File: config.mk
export PLATFORM = sky130hd
export DESIGN_NAME = tx_fire_scheduler
export DESIGN_NICKNAME = d
export VERILOG_FILES = /design/src/rtl/tx_fire_scheduler.sv
export SDC_FILE = /design/constraint.sdc
export NUM_CORES = 1
export LEC_CHECK = 0
export ABC_AREA = 0
export CORE_MARGIN = 5
export CORE_UTILIZATION = 45
export DETAILED_ROUTE_END_ITERATION = 7
export PLACE_DENSITY = 0.68
export SLEW_MARGIN = 15
export SYNTH_ARGS = -nofsm -noshare
export SYNTH_HDL_FRONTEND = slang
export SYNTH_SLANG_ARGS = --single-unit
File: constraint.sdc
create_clock -name clk -period 6.6 [get_ports clk]
set_input_delay 0.66 -clock clk [delete_from_list [all_inputs] [get_ports clk]]
set_output_delay 0.66 -clock clk [all_outputs]
set_load 0.02 [all_outputs]
File: src/rtl/tx_fire_scheduler.sv
// tx_fire_scheduler: paces shots of the transmit counter bank (load, fire, wait sent, wait PRI).
// Define TX_SCHED_WATCHDOG_EN to add a WAIT_SENT watchdog and the err_timeout output.
module tx_fire_scheduler #(
    parameter int NUM_CH     = 4,
    parameter int COUNT_BITS = 16,
    parameter int PRI_BITS   = 24,
    parameter int WD_CYCLES  = 65536,
    localparam int IDXW      = (NUM_CH > 1) ? $clog2(NUM_CH) : 1
) (
    input  logic                         clk,
    input  logic                         rst,
    input  logic                         arm,
    input  logic                         stop,
    input  logic [15:0]                  num_shots,
    input  logic [PRI_BITS-1:0]          pri_cycles,
    input  logic [NUM_CH-1:0]            ch_mask,
    input  logic                         delay_wr_en,
    input  logic [IDXW-1:0]              delay_wr_idx,
    input  logic [COUNT_BITS-1:0]        delay_wr_data,
    input  logic [NUM_CH-1:0]            ch_pulse_sent,
    output logic [NUM_CH*COUNT_BITS-1:0] ch_count,
    output logic [NUM_CH-1:0]            ch_in_use,
    output logic                         start_count,
    output logic                         upload_new_count,
    output logic                         busy,
    output logic                         shot_done,
    output logic [15:0]                  shots_fired,
    output logic                         err_overrun
`ifdef TX_SCHED_WATCHDOG_EN
    ,
    output logic                         err_timeout
`endif
);

    typedef enum logic [2:0] {
        S_IDLE,
        S_LOAD0,
        S_LOAD1,
        S_FIRE,
        S_WSENT,
        S_WPRI,
        S_ABORT0,
        S_ABORT1
    } state_t;

    if (NUM_CH < 1 || WD_CYCLES < 2) begin : g_bad_cfg
        $error("tx_fire_scheduler: NUM_CH must be >= 1 and WD_CYCLES >= 2");
    end

    state_t state, state_n;

    logic [COUNT_BITS-1:0] dly_tab [NUM_CH];
    logic [15:0]           num_lat;
    logic [PRI_BITS-1:0]   pri_lat;
    logic [PRI_BITS-1:0]   pri_cnt;
    logic [PRI_BITS:0]     pri_ahead;
    logic                  stop_pend;
    logic                  all_sent;
    logic                  last_shot;
    logic                  pri_due;
    logic                  pri_late;
    logic                  pri_short;
    logic                  wd_hit;
    logic                  done_n;
    logic                  set_ovr;

    assign all_sent  = &ch_pulse_sent;
    assign last_shot = (num_lat != '0) && (shots_fired == num_lat);

    // Leave WAIT_PRI two cycles early so the LOAD pair ends exactly one PRI after FIRE.
    assign pri_ahead = {1'b0, pri_cnt} + (PRI_BITS+1)'(2);
    assign pri_due   = pri_ahead >= {1'b0, pri_lat};
    assign pri_late  = pri_ahead > {1'b0, pri_lat};
    assign pri_short = pri_lat < PRI_BITS'(4);

`ifdef TX_SCHED_WATCHDOG_EN
    localparam int WDW = $clog2(WD_CYCLES + 1);

    logic [WDW-1:0] wd_cnt;

    assign wd_hit = (state == S_WSENT) && (wd_cnt == WDW'(WD_CYCLES - 1));

    always_ff @(posedge clk) begin
        if (rst) begin
            wd_cnt      <= '0;
            err_timeout <= 1'b0;
        end else begin
            wd_cnt <= (state == S_WSENT) ? wd_cnt + WDW'(1) : '0;
            if (state == S_IDLE && arm)
                err_timeout <= 1'b0;
            else if (wd_hit && !all_sent)
                err_timeout <= 1'b1;
        end
    end
`else
    assign wd_hit = 1'b0;
`endif

    always_comb begin
        state_n = state;
        done_n  = 1'b0;
        set_ovr = 1'b0;
        unique case (state)
            S_IDLE:  if (arm) state_n = S_LOAD0;
            S_LOAD0: state_n = stop ? S_IDLE : S_LOAD1;
            S_LOAD1: state_n = stop ? S_IDLE : S_FIRE;
            S_FIRE:  state_n = S_WSENT;
            S_WSENT: begin
                if (all_sent) begin
                    done_n  = 1'b1;
                    state_n = (stop || stop_pend || last_shot) ? S_IDLE : S_WPRI;
                end else if (wd_hit) begin
                    state_n = S_ABORT0;
                end
            end
            S_WPRI: begin
                if (stop) begin
                    state_n = S_IDLE;
                end else if (pri_short || pri_late) begin
                    set_ovr = 1'b1;
                    state_n = S_LOAD0;
                end else if (pri_due) begin
                    state_n = S_LOAD0;
                end
            end
            S_ABORT0: state_n = S_ABORT1;
            S_ABORT1: state_n = S_IDLE;
            default:  state_n = S_IDLE;
        endcase
    end

    always_ff @(posedge clk) begin
        if (rst) begin
            state            <= S_IDLE;
            num_lat          <= '0;
            pri_lat          <= '0;
            ch_in_use        <= '0;
            pri_cnt          <= '0;
            stop_pend        <= 1'b0;
            shots_fired      <= '0;
            err_overrun      <= 1'b0;
            start_count      <= 1'b0;
            upload_new_count <= 1'b0;
            busy             <= 1'b0;
            shot_done        <= 1'b0;
        end else begin
            state            <= state_n;
            start_count      <= state_n == S_FIRE;
            upload_new_count <= state_n inside {S_LOAD0, S_LOAD1, S_ABORT0, S_ABORT1};
            busy             <= state_n != S_IDLE;
            shot_done        <= done_n;
            if (state == S_IDLE && arm) begin
                num_lat     <= num_shots;
                pri_lat     <= pri_cycles;
                ch_in_use   <= ch_mask;
                shots_fired <= '0;
                err_overrun <= 1'b0;
            end
            if (state_n == S_FIRE) begin
                pri_cnt     <= PRI_BITS'(1);
                shots_fired <= shots_fired + 16'd1;
            end else if (pri_cnt != '1) begin
                pri_cnt <= pri_cnt + PRI_BITS'(1);
            end
            if (set_ovr)
                err_overrun <= 1'b1;
            if ((state == S_FIRE || state == S_WSENT) && stop)
                stop_pend <= 1'b1;
            if (state_n == S_IDLE)
                stop_pend <= 1'b0;
        end
    end

    // Host writes land in the table; counters only see it at the next LOAD entry.
    always_ff @(posedge clk) begin
        if (rst) begin
            for (int i = 0; i < NUM_CH; i++)
                dly_tab[i] <= '0;
            ch_count <= '0;
        end else begin
            for (int i = 0; i < NUM_CH; i++)
                if (delay_wr_en && delay_wr_idx == IDXW'(i))
                    dly_tab[i] <= delay_wr_data;
            if (state != S_LOAD0 && state_n == S_LOAD0)
                for (int i = 0; i < NUM_CH; i++)
                    ch_count[i*COUNT_BITS +: COUNT_BITS] <= dly_tab[i];
        end
    end

endmodule

==> metrics.log, run 1 <==
INFO  metric ctsHtreeMaxLevel = 1
INFO  metric post_cts_sizing = 0
INFO  metric finalWorstPathRequiredPeriod = 4.99 ns
INFO  metric crit_path_kind = flop to flop
INFO  metric syn-instance-count = 1185
INFO  metric path_cells = ha_1, nand3_1, nor3_1, nand4_1, nor2_1, xor2_1, ha_1, nand3_1, nor4_1, nand2_1, a21oi_4, buf_4, o311ai_1, a31oi_1
INFO  metric antenna_cells_inserted = 0
INFO  metric timing.final.max_slew_violations = 0
INFO  metric worst_slew_pin_slew = 1.17 ns
INFO  metric antenna_left = 0
INFO  metric place_congestion = 0.864
INFO  metric synth-adder-area-share = 3.13%
INFO  metric detail_route.drc_violations = 0
INFO  metric timing.critical_path.from_type = flop
INFO  metric tritoncts.num_buffers = 25
INFO  metric power_frac_clock = 41.9%
INFO  metric post-layout-total-power = 3.42 mW
INFO  metric core.rowCount = 56
INFO  metric antenna_found_initial = 2
INFO  metric grt_max_degree = 129
INFO  metric synth_top_cell_by_area = sky130_fd_sc_hd__dfxtp_1
INFO  metric yosys-mux-area-fraction = 0.278%
INFO  metric grt.total_usage = 21.6%
INFO  metric area_growth_syn_to_layout = 23.6%
INFO  metric slowest_stage_cell_cp = sky130_fd_sc_hd__a21oi_4
INFO  metric finalSetupViolations = 0
INFO  metric p_sw_share = 25.7%
INFO  metric insertion_delay = 0.52 ns
INFO  metric stdcell_count = 1621
INFO  metric drt_iter0_drc = 662
INFO  metric p_int = 2.54 mW
INFO  metric drive_gt1_share = 5.38%
INFO  metric globalRouteOverflowTotal = 0
INFO  metric floorplan.initialDensity = 45.8%
INFO  metric yosysUniqueCellTypes = 54
INFO  metric grt_setup_unrepaired = false
INFO  metric power_spent_charging_and_discharging_nets = 0.879 mW
INFO  metric die-height = 165 µm
INFO  metric coreArea = 23500 µm²
INFO  metric power_leakage = 4.51 nW
INFO  metric finalHoldViolCount = 0
INFO  metric cts_tree = yes
INFO  metric timing.critical_path.arrival = 5.42 ns
INFO  metric final.setup.tns = 0 ns
INFO  metric placedCellCount = 1575
INFO  metric grt_first_pass_wirelength = 47.5 mm
INFO  metric cts_num_sinks = 221
INFO  metric number_of_nets_produced_by_synthesis = 1283
INFO  metric clock_tree.root_cell = sky130_fd_sc_hd__clkbuf_16
INFO  metric detailed_place_hpwl = 19.5 mm
INFO  metric postCtsSetupRepairBufs = 0
INFO  metric synth_area = 10800 µm²
INFO  metric number_of_synthesized_flops_with_an_enable_pin = 64
INFO  metric fin_crit_sh = 75.6%
INFO  metric layout_common_cells = 158 x sky130_fd_sc_hd__clkdlybuf4s50_1, 157 x sky130_fd_sc_hd__dfxtp_1, 132 x sky130_fd_sc_hd__nand2_1
INFO  metric status = complete, no violations
INFO  metric cts_buffer_depth = 3
INFO  metric num_vias = 9391
INFO  metric worstPathRequired = 7.03 ns
INFO  metric yosys.area_share.simple = 24.5%
INFO  metric grt_pass1_vias = 8830
INFO  metric timing.critical_path.fanout_max = 38
INFO  metric combinational_family_with_the_most_area_after_synthesis = simple AND/OR/NAND/NOR gates
INFO  metric path_buf_inv = 1
INFO  metric hold_path_class = flop to flop
INFO  metric layout.cells.most_common = sky130_fd_sc_hd__clkdlybuf4s50_1
INFO  metric synth-compound-area-share = 15.5%
INFO  metric slew_headroom = 22.1%
INFO  metric ys_seq_elements = 221
INFO  metric ys_seq_area_share = 46.9%
INFO  metric cts-hold-fix-buffers = 0
INFO  metric fraction_of_registers_with_async_set_reset = 0%
INFO  metric max_stage_delay = 0.82 ns
INFO  metric post_synth_top_area_share = 29.1%
INFO  metric port-buffer-count = 159
INFO  metric p_comb_share = 13.2%
INFO  metric end_kind = flop
INFO  metric ys_dominant_reg_cell = sky130_fd_sc_hd__dfxtp_1
INFO  metric power.sequential.fraction = 44.8%
INFO  metric yosys_warnings = 0
INFO  metric worst_setup_hold_path_clk_slew = 0.06 ns
INFO  metric p_per_area = 256 nW/µm²
INFO  metric cap_violations = 0
INFO  metric die_w = 165 µm
INFO  metric area_contributors_post_synth = sky130_fd_sc_hd__dfxtp_1 29%, sky130_fd_sc_hd__edfxtp_1 18%, sky130_fd_sc_hd__nand4_1 4.9%, sky130_fd_sc_hd__nand2_1 4.6%, sky130_fd_sc_hd__nand2b_1 4.1%
INFO  metric detail_route.first_pass.iterations = 5
INFO  metric worst_hold_margin = 0.455 ns
INFO  metric critPathTopFamily = simple AND/OR/NAND/NOR gates
INFO  metric max-vdd-ir-drop = 0.140 mV
INFO  metric route.final.wire_length = 30.2 mm
INFO  metric fin_worst_skew = 0.0191 ns
INFO  metric synthXorXnorAreaFrac = 4.71%
INFO  metric net_count_reported_at_finish = 1381
INFO  metric design.die.area = 27200 µm²
INFO  metric fmax = 0.200 GHz
INFO  metric routed_via_density = 5.79
INFO  metric syn_avg_cell_area = 9.11 µm²
INFO  metric routed_wl_per_cell = 18.6 µm
INFO  metric io_pins = 160
[per-stage QoR]
| stage | setup slack (ns) | area, µm² | utilization, % |
|---|---|---|---|
| floorplan | 3.11 | 10800 | - |
| global placement | 1.91 | 12500 | 53.0 |
| detailed placement | 1.73 | 12500 | 53.0 |
| CTS | 1.65 | 13300 | 56.6 |
| global route | 1.17 | 13300 | 56.7 |
| finish | 1.61 | 13300 | 56.7 |
[flip-flops by register name, summed over array words and instances (netlist names)]
signal            count
ch_count             64
pri_lat              24
dly_tab              64
err_overrun           1
busy                  1
state                 3
shot_done             1
ch_in_use             4
stop_pend             1
shots_fired          16
upload_new_count      1
pri_cnt              24
start_count           1
num_lat              16
[logic make-up after synthesis]
| kind of cell | count (synthesis) |
|---|---|
| and+or+nand+nor | 495 |
| buffers and inverters | 128 |
| adders and majority gates | 27 |
| DFF | 221 |
| muxes | 3 |
| AOI/OAI and AO/OA | 253 |
| xor gates and xnor gates | 58 |
[Yosys cell counts, drive strengths merged (2+ instances only)]
| cell type | n |
|---|---|
| nor2b | 5 |
| xor2 | 21 |
| a21oi | 69 |
| nor3 | 12 |
| and3 | 10 |
| inv | 27 |
| a31o | 2 |
| nand4 | 84 |
| o22ai | 2 |
| o31a | 2 |
| nor4 | 17 |
| xnor2 | 37 |
| nand2 | 133 |
| nand3 | 29 |
| o311ai | 64 |
| or3 | 8 |
| clkbuf | 69 |
| o41ai | 2 |
| edfxtp | 64 |
| and2 | 66 |
| a31oi | 68 |
| nand2b | 71 |
| ha | 27 |
| o21ai | 29 |
| mux2i | 3 |
| o31ai | 3 |
| and4 | 8 |
| nor2 | 47 |
| a21o | 3 |
| buf | 31 |
| dfxtp | 157 |
[worst reg2reg max path, stage by stage, from the launching register on]
cell and delay (ns):
sky130_fd_sc_hd__dfxtp_1 0.59, sky130_fd_sc_hd__ha_1 0.29, sky130_fd_sc_hd__nand3_1 0.29, sky130_fd_sc_hd__nor3_1 0.44
sky130_fd_sc_hd__nand4_1 0.26, sky130_fd_sc_hd__nor2_1 0.18, sky130_fd_sc_hd__xor2_1 0.08, sky130_fd_sc_hd__ha_1 0.33
sky130_fd_sc_hd__nand3_1 0.16, sky130_fd_sc_hd__nor4_1 0.38, sky130_fd_sc_hd__nand2_1 0.20, sky130_fd_sc_hd__a21oi_4 0.82
sky130_fd_sc_hd__buf_4 0.48, sky130_fd_sc_hd__o311ai_1 0.16, sky130_fd_sc_hd__a31oi_1 0.24
[power by group through the flow]
stage | combinational [mW] | clock [mW] | sequential, mW
finish | 0.453 | 1.43 | 1.53
global route | 0.492 | 1.53 | 1.54
CTS | 0.452 | 1.46 | 1.53
detailed placement | 0.450 | 0 | 1.56
global placement | 0.444 | 0 | 1.56
floorplan | 0.236 | 0 | 1.58
[layout make-up]
type / instances / area (µm²)
Sequential cell: 221 / 5060
Timing Repair Buffer: 171 / 1680
Clock inverter: 13 / 174
Inverter: 28 / 105
Clock buffer: 33 / 676
Multi-Input combinational cell: 836 / 5250
Fill cell: 2117 / 10200
Tap cell: 319 / 399
[path summary, 6_finish.rpt]
path,startpoint,to,slack [ns],depth (start not counted)
setup / recovery,pri_cnt[1],ch_count[51],1.61,14
hold / removal,ch_in_use[0],ch_in_use[0],0.45,2
setup reg to reg,pri_cnt[1],ch_count[51],1.61,14
hold reg to reg,ch_in_use[0],ch_in_use[0],0.45,2
[routing by layer]
| metal | share of wire, % | routed length, µm | vias to the layer above | GRT usage (%) |
|---|---|---|---|---|
| met3 | 6.8 | 2040 | 51 | 4.27 |
| met5 | 0.023 | 7 | - | 0 |
| met4 | 2.0 | 607 | 2 | 5.44 |
| met1 | 45 | 13700 | 4526 | 30.7 |
| li1 | - | - | 4534 | - |
| met2 | 46 | 13800 | 278 | 33.7 |
Power figures use the tool's default switching activity.
==> run 2, diff against run 1 <==
PLACE_DENSITY = 0.71   (was 0.68)
clock period = 4.41 ns   (was 6.6 ns; I/O delays follow)
==> run 2 against run 1 <==
- sequential share of layout area down 0.48 points
- non-clock buffer count up 14
- critical path depth unchanged
- maximum frequency up 26%
- die area unchanged
- utilization up 0.73 points
- cell area up 1.3%
- clock power up 51%
- flip-flop and latch count unchanged
- final cell count up 0.86%
- hold slack about the same
==> metrics.log, run 2 (synthesis gave the netlist of run 1 again) <==
INFO  metric stdcell_count = 1635 (+0.86%)
INFO  metric layout.cells.most_common = sky130_fd_sc_hd__clkdlybuf4s50_1
INFO  metric cts_tree = yes
INFO  metric antenna_found_initial = 2 (unchanged)
INFO  metric slew_headroom = 34.5% (+12 points)
INFO  metric fillerInstances = 2104 (-0.61%)
INFO  metric largestRegisters = ch_count x64, dly_tab x64
INFO  metric num_vias = 9482 (+0.97%)
INFO  metric area_growth_syn_to_layout = 25.2%
INFO  metric die-height = 165 µm (unchanged)
INFO  metric grt_setup_unrepaired = false
INFO  metric coreArea = 23500 µm² (unchanged)
INFO  metric worstPathRequired = 4.77 ns (-2.26 ns)
INFO  metric place_congestion = 0.876 (+1.5%)
INFO  metric power_leakage = 4.59 nW (+1.9%)
INFO  metric detail_route.drc_violations = 0 (unchanged)
INFO  metric hold_path_class = flop to flop
INFO  metric cts_buffer_depth = 3 (unchanged)
INFO  metric cts-hold-fix-buffers = 0 (unchanged)
INFO  metric met2_length = 14.3 mm (+3.3%)
INFO  metric stdcell_area = 13500 µm² (+1.3%)
INFO  metric finalWorstPathRequiredPeriod = 3.97 ns (-1.02 ns)
INFO  metric grt_max_degree = 84 (-35%)
INFO  metric highest_layer_used_for_signal_routing = met4
INFO  metric detail_route.first_pass.iterations = 5 (unchanged)
INFO  metric finalSetupViolations = 0 (unchanged)
INFO  metric grt_pass1_vias = 9140 (+3.5%)
INFO  metric insertion_delay = 0.52 ns (about the same)
INFO  metric io_pins = 160 (unchanged)
INFO  metric antenna_cells_inserted = 0 (unchanged)
INFO  metric placedCellCount = 1589 (+0.89%)
INFO  metric timing.critical_path.fanout_max = 43 (+13%)
INFO  metric fin_worst_skew = 0.0160 ns (-0.00316 ns)
INFO  metric routed_wl_per_cell = 18.8 µm (+0.80%)
INFO  metric route.final.wire_length = 30.7 mm (+1.7%)
INFO  metric met3_routed_length = 2.09 mm (+2.3%)
INFO  metric worst_slew_pin_slew = 0.982 ns (-0.187 ns)
INFO  metric timing.final.max_slew_violations = 0 (unchanged)
INFO  metric finalHoldViolCount = 0 (unchanged)
INFO  metric net_count_reported_at_finish = 1395 (+1.0%)
INFO  metric fin_crit_sh = 90.1% (+14 points)
INFO  metric drt_iter0_drc = 997 (+51%)
INFO  metric max-vdd-ir-drop = 0.308 mV (+120%)
INFO  metric worst_setup_hold_path_clk_slew = 0.06 ns (about the same)
INFO  metric timing.critical_path.from_type = flop
INFO  metric status = complete, no violations
INFO  metric tritoncts.num_buffers = 25 (unchanged)
INFO  metric cap_violations = 0 (unchanged)
INFO  metric grt_first_pass_wirelength = 49.0 mm (+3.2%)
INFO  metric met1_length = 13.5 mm (-1.4%)
INFO  metric cts_num_sinks = 221 (unchanged)
INFO  metric globalRouteOverflowTotal = 0 (unchanged)
INFO  metric final_core_utilization = 57.4% (+0.73 points)
INFO  metric routed_via_density = 5.80 (+0.10%)
INFO  metric placed_area = 12600 µm² (+1.3%)
INFO  metric grt.total_usage = 22.2% (+0.66 points)
INFO  metric fmax = 0.252 GHz (+26%)
INFO  metric design.die.area = 27200 µm² (unchanged)
INFO  metric floorplan.initialDensity = 45.8% (unchanged)
INFO  metric post_cts_sizing = 0 (unchanged)
INFO  metric drive_gt1_share = 6.38% (+1.0 points)
INFO  metric clock_tree.root_cell = sky130_fd_sc_hd__clkbuf_16
INFO  metric port-buffer-count = 159 (unchanged)
INFO  metric antenna_left = 0 (unchanged)
INFO  metric detailed_place_hpwl = 20.5 mm (+5.1%)
INFO  metric layout_common_cells = 158 x sky130_fd_sc_hd__clkdlybuf4s50_1, 157 x sky130_fd_sc_hd__dfxtp_1, 132 x sky130_fd_sc_hd__nand2_1
INFO  metric final.setup.tns = 0 ns (unchanged)
INFO  metric timing.critical_path.arrival = 4.33 ns (-1.09 ns)
INFO  metric die_w = 165 µm (unchanged)
INFO  metric p_per_area = 381 nW/µm² (+49%)
INFO  metric end_kind = flop
INFO  metric core.rowCount = 56 (unchanged)
INFO  metric postCtsSetupRepairBufs = 0 (unchanged)
INFO  metric ctsHtreeMaxLevel = 1 (unchanged)
INFO  metric crit_path_kind = flop to flop
[run 2: cell types whose count changed in the layout (fill, tap and decap cells not counted), sizes merged]
cell	previous run	this run
clkinv	7	8
inv	29	28
clkbuf	33	32
buf	13	27
clkinvlp	1	2
[run 2: critical path: stages (launching register included)]
cell                      delay (ns)
sky130_fd_sc_hd__dfxtp_1        0.41
sky130_fd_sc_hd__ha_1           0.23
sky130_fd_sc_hd__nand3_1        0.15
sky130_fd_sc_hd__nor3_1         0.33
sky130_fd_sc_hd__nand4_1        0.26
sky130_fd_sc_hd__nor2_1         0.22
sky130_fd_sc_hd__xor2_1         0.10
sky130_fd_sc_hd__ha_1           0.31
sky130_fd_sc_hd__nand3_1        0.12
sky130_fd_sc_hd__nor4_1         0.48
sky130_fd_sc_hd__nand2_1        0.24
sky130_fd_sc_hd__a21o_2         0.43
sky130_fd_sc_hd__buf_12         0.26
sky130_fd_sc_hd__nand4_1        0.14
sky130_fd_sc_hd__a31oi_1        0.09
[run 2: metal layers]
metal	track usage [%]	up-vias
met5	0	-
met4	6.35	0
met3	3.74	48
met2	35.1	334
met1	31.5	4544
li1	-	4556
[run 2: area by class of cell]
cell class | count | area, µm² | share of cell area, %
multi-input combinational | 836 | 5250 | 38.8
sequential | 221 | 5060 | 37.5
inverter | 28 | 105 | 0.778
clock buffer | 32 | 672 | 4.97
clock inverter | 14 | 181 | 1.34
tap | 319 | 399 | 2.95
timing repair buffer | 185 | 1850 | 13.7
[run 2: final timing paths]
check	from	to	slack, ns	cells past startpoint
max	pri_cnt[2]	ch_count[20]	0.44	14
min	ch_in_use[3]	ch_in_use[3]	0.45	2
max reg2reg	pri_cnt[2]	ch_count[20]	0.44	14
min reg2reg	ch_in_use[3]	ch_in_use[3]	0.45	2
[run 2: stage by stage]
stage | setup WS [ns] | power, mW | hold WS, ns
3_3_place_gp | 0.585 | 3.02 | 0.442
2_1_floorplan | 0.922 | 2.72 | 0.436
5_1_grt | 0.106 | 5.35 | 0.449
4_1_cts | 0.451 | 5.19 | 0.445
3_5_place_dp | 0.441 | 3.03 | 0.448
6_report | 0.438 | 5.15 | 0.455
[run 2: where the power goes]
group	internal (mW)	switching, mW
Combinational	0.291	0.407
Sequential	2.21	0.0817
Clock	1.31	0.845
Total	3.81	1.33
